--- config.mk ---
export PLATFORM = sky130hd
export DESIGN_NAME = gerador_substantivo
export DESIGN_NICKNAME = d
export VERILOG_FILES = /design/src/rtl/gerador_substantivo.sv
export SDC_FILE = /design/constraint.sdc
export NUM_CORES = 1
export LEC_CHECK = 0
export CORE_MARGIN = 2
export CORE_UTILIZATION = 40
export CTS_CLUSTER_DIAMETER = 30
export DETAILED_ROUTE_END_ITERATION = 8
export PLACE_DENSITY = 0.72
export SYNTH_ARGS = -nofsm -noshare
export SYNTH_HDL_FRONTEND = slang
export SYNTH_SLANG_ARGS = --single-unit
--- constraint.sdc ---
create_clock -name Clk -period 1.5 [get_ports Clk]
set_input_delay 0.3 -clock Clk [delete_from_list [all_inputs] [get_ports Clk]]
set_output_delay 0.3 -clock Clk [all_outputs]
set_load 0.03 [all_outputs]
--- src/rtl/gerador_substantivo.sv ---
// Transmit side of the Substantivo note protocol: one class symbol, an idle gap,
// then the all-zero terminator, each symbol opened by a one-cycle Pronto strobe.
module gerador_substantivo #(
   parameter int HOLD_CYCLES = 4,
   parameter int GAP_CYCLES  = 2
) (
   input  logic       Clk,
   input  logic       Reset,
   input  logic       Iniciar,
   input  logic       Cancelar,
   input  logic [1:0] Classe,
   output logic       Pronto,
   output logic       Tom,
   output logic       Nota_A,
   output logic       Nota_B,
   output logic       Nota_C,
   output logic       Ocupado,
   output logic       Concluido
);

   localparam int MAX_CYCLES = (HOLD_CYCLES > GAP_CYCLES) ? HOLD_CYCLES : GAP_CYCLES;
   localparam int CW         = $clog2(MAX_CYCLES + 1);

   localparam logic [CW-1:0] HOLD_LAST = CW'(HOLD_CYCLES - 1);
   localparam logic [CW-1:0] GAP_LAST  = CW'((GAP_CYCLES > 0) ? GAP_CYCLES - 1 : 0);

   localparam logic [2:0] OCIOSO    = 3'd0;
   localparam logic [2:0] NOTA      = 3'd1;
   localparam logic [2:0] ESPERA    = 3'd2;
   localparam logic [2:0] FIM       = 3'd3;
   localparam logic [2:0] CONCLUIDO = 3'd4;

   logic [2:0]    state_q, state_d;
   logic [CW-1:0] cnt_q, cnt_d;
   logic [1:0]    classe_q, classe_d;
   logic          pronto_q, pronto_d;
   logic [3:0]    sym_q, sym_d;
   logic          ocupado_q, ocupado_d;
   logic          concluido_q, concluido_d;

   // Next-state logic; the counter clears on every state change and never wraps.
   always_comb begin
      // NOTE: every variable gets a default first so no path can infer a latch.
      state_d  = state_q;
      cnt_d    = cnt_q;
      classe_d = classe_q;
      case (state_q)
         OCIOSO: begin
            if (Iniciar && !Cancelar) begin
               state_d  = NOTA;
               cnt_d    = '0;
               classe_d = Classe;
            end
         end
         NOTA: begin
            if (Cancelar) begin
               state_d = OCIOSO;
               cnt_d   = '0;
            end else if (cnt_q == HOLD_LAST) begin
               state_d = (GAP_CYCLES == 0) ? FIM : ESPERA;
               cnt_d   = '0;
            end else begin
               cnt_d = cnt_q + CW'(1);
            end
         end
         ESPERA: begin
            if (Cancelar) begin
               state_d = OCIOSO;
               cnt_d   = '0;
            end else if (cnt_q == GAP_LAST) begin
               state_d = FIM;
               cnt_d   = '0;
            end else begin
               cnt_d = cnt_q + CW'(1);
            end
         end
         FIM: begin
            if (Cancelar) begin
               state_d = OCIOSO;
               cnt_d   = '0;
            end else if (cnt_q == HOLD_LAST) begin
               state_d = CONCLUIDO;
               cnt_d   = '0;
            end else begin
               cnt_d = cnt_q + CW'(1);
            end
         end
         default: begin
            state_d = OCIOSO;
            cnt_d   = '0;
         end
      endcase
   end

   // Outputs are decoded from the next state so they are registered yet line up
   // with the state they describe; Tom=1 is the invalid-class word.
   always_comb begin
      sym_d = 4'b0000;
      if (state_d == NOTA) begin
         case (classe_d)
            2'b11:   sym_d = 4'b0011;
            2'b10:   sym_d = 4'b0100;
            2'b01:   sym_d = 4'b0101;
            default: sym_d = 4'b1000;
         endcase
      end
      pronto_d    = ((state_d == NOTA) || (state_d == FIM)) && (cnt_d == '0);
      ocupado_d   = (state_d == NOTA) || (state_d == ESPERA) || (state_d == FIM);
      concluido_d = (state_d == CONCLUIDO);
   end

   always_ff @(posedge Clk) begin
      // NOTE: sequential state uses non-blocking assignments only.
      if (Reset) begin
         state_q     <= OCIOSO;
         cnt_q       <= '0;
         classe_q    <= 2'b00;
         pronto_q    <= 1'b0;
         sym_q       <= 4'b0000;
         ocupado_q   <= 1'b0;
         concluido_q <= 1'b0;
      end else begin
         state_q     <= state_d;
         cnt_q       <= cnt_d;
         classe_q    <= classe_d;
         pronto_q    <= pronto_d;
         sym_q       <= sym_d;
         ocupado_q   <= ocupado_d;
         concluido_q <= concluido_d;
      end
   end

   assign Pronto    = pronto_q;
   assign Tom       = sym_q[3];
   assign Nota_A    = sym_q[2];
   assign Nota_B    = sym_q[1];
   assign Nota_C    = sym_q[0];
   assign Ocupado   = ocupado_q;
   assign Concluido = concluido_q;

endmodule

* Yosys cells after proc, flatten, opt, wreduce, memory -nomap -nowiden
Index checks and enable logic that the tools add are counted.
** Operators by class
- Muxes and demuxes :: 17
- Reduce and logical (&&, ||, !) cells :: 10
- Bitwise operators :: 1
- $add $sub $neg :: 1
- Equal/unequal tests :: 12
** Operators with widths (number)
- $mux 3 :: 12
- $eq 3x2->1 const B :: 5
- $pmux 3 s4 :: 1
- $pmux 4 s3 :: 1
- $eq 3x1->1 const B :: 3
- $pmux 3 s3 :: 1
- $logic_not 3->1 :: 2
- $eq 2x2->1 const B :: 2
- $mux 2 :: 2
- $reduce_or 2->1 :: 2
- $add 3x1->3 const B :: 1
- $eq 3x3->1 const B :: 1
- $logic_or 1x1->1 :: 3
- $eq 2x1->1 const B :: 1
- $logic_and 1x1->1 :: 2
- $logic_not 1->1 :: 1
- $not 1->1 :: 1
** Word-level totals
- Word-level logic and storage cells :: 48
- Register bits after elaboration :: 15
- Output and inout bits :: 7
- Input bits :: 6

* Longest topological paths before layout
- Depth in word-level cells :: 7
- Depth in mapped cells :: 7
- Depth with buffers taken out :: 6

* Least setup slack after synthesis
No wires, ideal clock.
- Path type :: register to register
- From :: register cnt_q[0]
- To :: register cnt_q[0]
- Path buffers :: 0
- Library setup time :: 73 ps
- Arrival time :: 1490 ps
- Stages on the path, launching flop included :: 6
- Path slack :: -63 ps
- Clock period less this slack :: 1563 ps
- Required time :: 1427 ps
- Cells stage by stage :: dfxtp_1 -> ha_1 -> ha_1 -> o32a_2 -> mux2_2 -> nor3_2
** On the way
- Longest elaborated chain between the ends :: 4
- Elaborated cells on any way between the ends :: 9
- Classes of those cells :: add/sub: 1; eq/ne: 2; mux: 6
** Ends and longest elaborated chain
- from (decl) :: RTL line 34 : logic [CW-1:0] cnt_q, cnt_d;
- from (signal assigned) :: RTL line 124 : cnt_q <= cnt_d;
- $add 3x1->3, or another cell as far along :: RTL line 63, 74, 85
- $mux 3 (on tied branches) :: RTL line 59, 81, 70
- $mux 3 (on tied branches) :: RTL line 78, 67
- $pmux 3 s3 (*) :: RTL line 47 : case (state_q)
Every way passes the cells marked *; elsewhere a longest branch is shown, timed or not.
A chain may end at the register's enable or synchronous reset.

* Final worst setup path
- From :: register state_q[0]
- To :: register sym_q[1]
** On the way
- Longest elaborated chain between the ends :: 6
- Elaborated cells on any way between the ends :: 20
- Classes of those cells :: eq/ne: 7; mux: 10; bitwise: 1; reduce/logical: 2
** Ends and longest elaborated chain
- from (decl) :: RTL line 33 : logic [2:0] state_q, state_d;
- from (signal assigned) :: RTL line 123 : state_q <= state_d;
- $mux 3 (on tied branches) :: RTL line 81, 59, 70
- $mux 3 (on tied branches) :: RTL line 78, 56, 67
- $pmux 3 s4 :: RTL line 47
- $eq 3x1->1 :: RTL line 99 : if (state_d == NOTA) begin
- $not 1->1 (no line)
- $reduce_or 2->1 (no line)
- to (signal assigned) :: RTL line 127 : sym_q <= sym_d;
- to (decl) :: RTL line 37 : logic [3:0] sym_q, sym_d;
Parallel ways exist; a longest one is shown, timed or not.

==> key figures <==
Outcome
  • Status: complete, but fails checks
  • Violated checks: setup timing

Timing
  • Hold Fails Final Rpt: 0
  • Final Max Tran Viols: 0
  • Worst-margin pin slew: 311 ps
  • Post-layout minimum cycle time: 1570 ps
  • Setup TNS after final layout: -307 ps
  • RSZ-0062 raised after global routing: true
  • Setup violations, final: 5
  • Smallest hold slack: 666 ps
  • Worst-case setup margin in the final layout: -68.4 ps
  • Slew Limit Headroom: 0.794
  • Period utilization: 1.05
  • Maximum operating frequency: 0.638 GHz
  • Largest clock skew in the final design: 8.56 ps

Power
  • Max rail drop VDD: 0.462 mV
  • Leakage Power: 0.502 nW
  • Int Power: 0.576 mW
  • Reported net switching power: 0.209 mW
  • Cell area power density: 701 nW/um^2
  • Relative contribution of sequential cells to total power: 0.524
  • Clk pwr share: 0.308
  • Comb power frac: 0.168
  • Switching part of the total: 0.266

Detailed routing
  • Number of DRC markers after the initial detailed-route iteration: 12
  • DRC violations left: 0
  • First-pass DRT Iterations: 4
  • Final wirelength: 1720 um
  • Routed wire length per instance: 13.2 um
  • Via count: 632
  • Post-route ant nets: 0
  • Via count normalized by instance count: 4.86

Floorplanning
  • Core region area: 1730 sq um
  • Overall die area: 2210 sq um
  • Effective utilization at floorplan: 0.428
  • Die Ht: 47.0 um
  • Die Width: 47.0 um
  • Number of placed I/O pins: 13
  • Row count: 15

Global route
  • Initial antenna violation count: 0
  • Wire length of the first global-routing pass: 2720 um
  • Global-route congestion overflow total: 0
  • Maximum number of pins on one net before global-route repair: 10
  • Via count of the first global-routing pass: 631
  • Global-route total usage across every layer: 0.180

Clock network
  • H-tree lvl count: 1
  • Clock-pin slew reported for the worst setup and hold paths after clock tree synthesis: 100 ps
  • Clock tree from TritonCTS: done
  • Total CTS buffers: 3
  • Clk sink count: 15
  • Clock Tree Root: sky130_fd_sc_hd__clkbuf_4
  • Clk buf depth: 2
  • Latest clock arrival within the worst-skew pair: 290 ps
  • Hold_buf cts: 0

Setup path
  • Cell Chain, Critical Path: or4b_4 > nor3b_4 > o221a_4 > and2_4
  • Worst-path cell with the longest stage delay: sky130_fd_sc_hd__or4b_4
  • CP Launch Type: flop
  • Required time reported for the critical path endpoint: 1750 ps
  • Category of the worst setup path capture point: flop
  • CP Class: reg -> reg
  • Worst-path fanout max: 4
  • Delay of the slowest cell on the worst path: 550 ps
  • Worst Path Arrival: 1820 ps

Placed design
  • Post-detail-place hpwl: 1160 um
  • Pre-CTS setup slack: -428 ps
  • Cell count after placement: 124
  • Final weighted congestion in routability-driven placement: 0.787
  • Number of input and output port buffers inserted: 12

Yosys
  • Post-synthesis net count: 87
  • Yosys warns: 0
  • Synthesized flop and latch total: 15
  • Ranking of synthesized cells by area: sky130_fd_sc_hd__dfxtp_1 41%, sky130_fd_sc_hd__ha_1 10%, sky130_fd_sc_hd__and2_1 4.2%
  • Most frequently used flop master after synthesis: sky130_fd_sc_hd__dfxtp_1
  • Async SR Flop Fraction: 0
  • Post-synthesis instance area: 739 sq um
  • Share of the synthesized area in the top cell type: 0.406
  • Cell types with the highest counts after synthesis: 15 x sky130_fd_sc_hd__dfxtp_1, 6 x sky130_fd_sc_hd__ha_1, 6 x sky130_fd_sc_hd__inv_1, 6 x sky130_fd_sc_hd__nor2_1, 6 x sky130_fd_sc_hd__nor3_1
  • EDFF count, synth: 0
  • Area leader, netlist: sky130_fd_sc_hd__dfxtp_1
  • Most frequently used cell type in the post-synthesis netlist: sky130_fd_sc_hd__dfxtp_1
  • Proportion of synthesized chip area in sequential cells: 0.406
  • Synth Area per Inst: 9.86 sq um
  • Gate count after technology mapping: 75
  • Synth cell types: 31

Final layout
  • Share of final-layout standard cells stronger than drive strength 1: 0.438
  • Antenna Cells: 0
  • Number of nets in the final layout: 118
  • Core occupancy in the finished layout: 0.649
  • Final standard cell count with taps included and fillers excluded: 130
  • Area growth from synthesis to layout: 51.4%

Flow run
  • Number of violations of the max-capacitance limit: 0

Worst hold path
  • Class of the worst hold path: reg -> reg
## worst paths after layout
| kind | startpoint | end | slack (ps) | depth (start not counted) |
|---|---|---|---|---|
| max | state_q[0] | sym_q[1] | -70 | 4 |
| min | cnt_q[0] | cnt_q[0] | 670 | 3 |
| max reg2reg | state_q[0] | sym_q[1] | -70 | 4 |
| min reg2reg | cnt_q[0] | cnt_q[0] | 670 | 3 |
## power groups by stage
stage | logic (mW) | clock network [mW] | registers (mW)
6_report | 0.132 | 0.242 | 0.412
5_1_grt | 0.142 | 0.258 | 0.413
4_1_cts | 0.125 | 0.242 | 0.413
3_5_place_dp | 0.114 | 0 | 0.424
3_3_place_gp | 0.111 | 0 | 0.424
2_1_floorplan | 0.0470 | 0 | 0.435
## timing repair
action	CTS	global route
buffers inserted	2	0
pin swaps	7	3
gates cloned	0	0
resized for setup	22	9
endpoints found under the setup margin	15	8
## flip-flops by register name, summed over array words and instances, names as in the netlist
register / flops
state_q: 3
Pronto: 1
Concluido: 1
sym_q: 4
cnt_q: 3
Ocupado: 1
classe_q: 2
## per-layer routing
layer | global-route usage | wire length, um | vias up
li1 | - | - | 321
met1 | 0.246 | 844 | 295
met2 | 0.274 | 815 | 12
met3 | 0.0231 | 26 | 4
met4 | 0.100 | 30 | 0
met5 | 0 | 0 | -
## through the flow
stage | instance area (sq um) | total power, mW
finish | 1120 | 0.786
global route | 1120 | 0.813
CTS | 1080 | 0.780
detailed placement | 996 | 0.538
global placement | 996 | 0.534
floorplan | 754 | 0.482
## worst max-delay path, delay by kind of cell, from the launching register on
kind             cells  cell delay (ps)
AND/OR/NAND/NOR      3              930
flip-flops           1              370
AO/OA/AOI/OAI        1              220
## cells in the final DEF, fill, tap and decap left out, types with 2 or more instances in the layout
| master | n |
|---|---|
| sky130_fd_sc_hd__clkbuf_4 | 3 |
| sky130_fd_sc_hd__or4b_4 | 2 |
| sky130_fd_sc_hd__ha_2 | 2 |
| sky130_fd_sc_hd__inv_1 | 6 |
| sky130_fd_sc_hd__nor3_1 | 5 |
| sky130_fd_sc_hd__clkdlybuf4s50_1 | 4 |
| sky130_fd_sc_hd__dfxtp_1 | 11 |
| sky130_fd_sc_hd__dfxtp_2 | 2 |
| sky130_fd_sc_hd__nor2b_1 | 2 |
| sky130_fd_sc_hd__nor2b_4 | 2 |
| sky130_fd_sc_hd__nor2_1 | 5 |
| sky130_fd_sc_hd__ha_1 | 3 |
| sky130_fd_sc_hd__dlygate4sd2_1 | 8 |
| sky130_fd_sc_hd__and2_1 | 4 |
| sky130_fd_sc_hd__mux2i_2 | 2 |
| sky130_fd_sc_hd__buf_4 | 16 |
| sky130_fd_sc_hd__dfxtp_4 | 2 |
## cells by family (layout without fill, tap and decap cells)
kind of cell | after synthesis | after routing | synth area share
AO/OA/AOI/OAI | 9 | 9 | 0.0965
adder cells (fa/ha/maj) | 6 | 6 | 0.102
buffers and inverters | 8 | 38 | 0.0508
flip-flops | 15 | 15 | 0.406
multiplexers | 3 | 3 | 0.0423
AND/OR/NAND/NOR | 34 | 34 | 0.303
## final cells by class
cell class	count	area, sq um
flip-flops and latches	15	310
clock buffers	3	22.5
fillers	141	607
well taps	25	31.3
multi-input cells	52	498
clock inverters	1	5.00
repair buffers	28	230
inverters	6	22.5
Note: power is estimated with default switching activity, not from simulation.
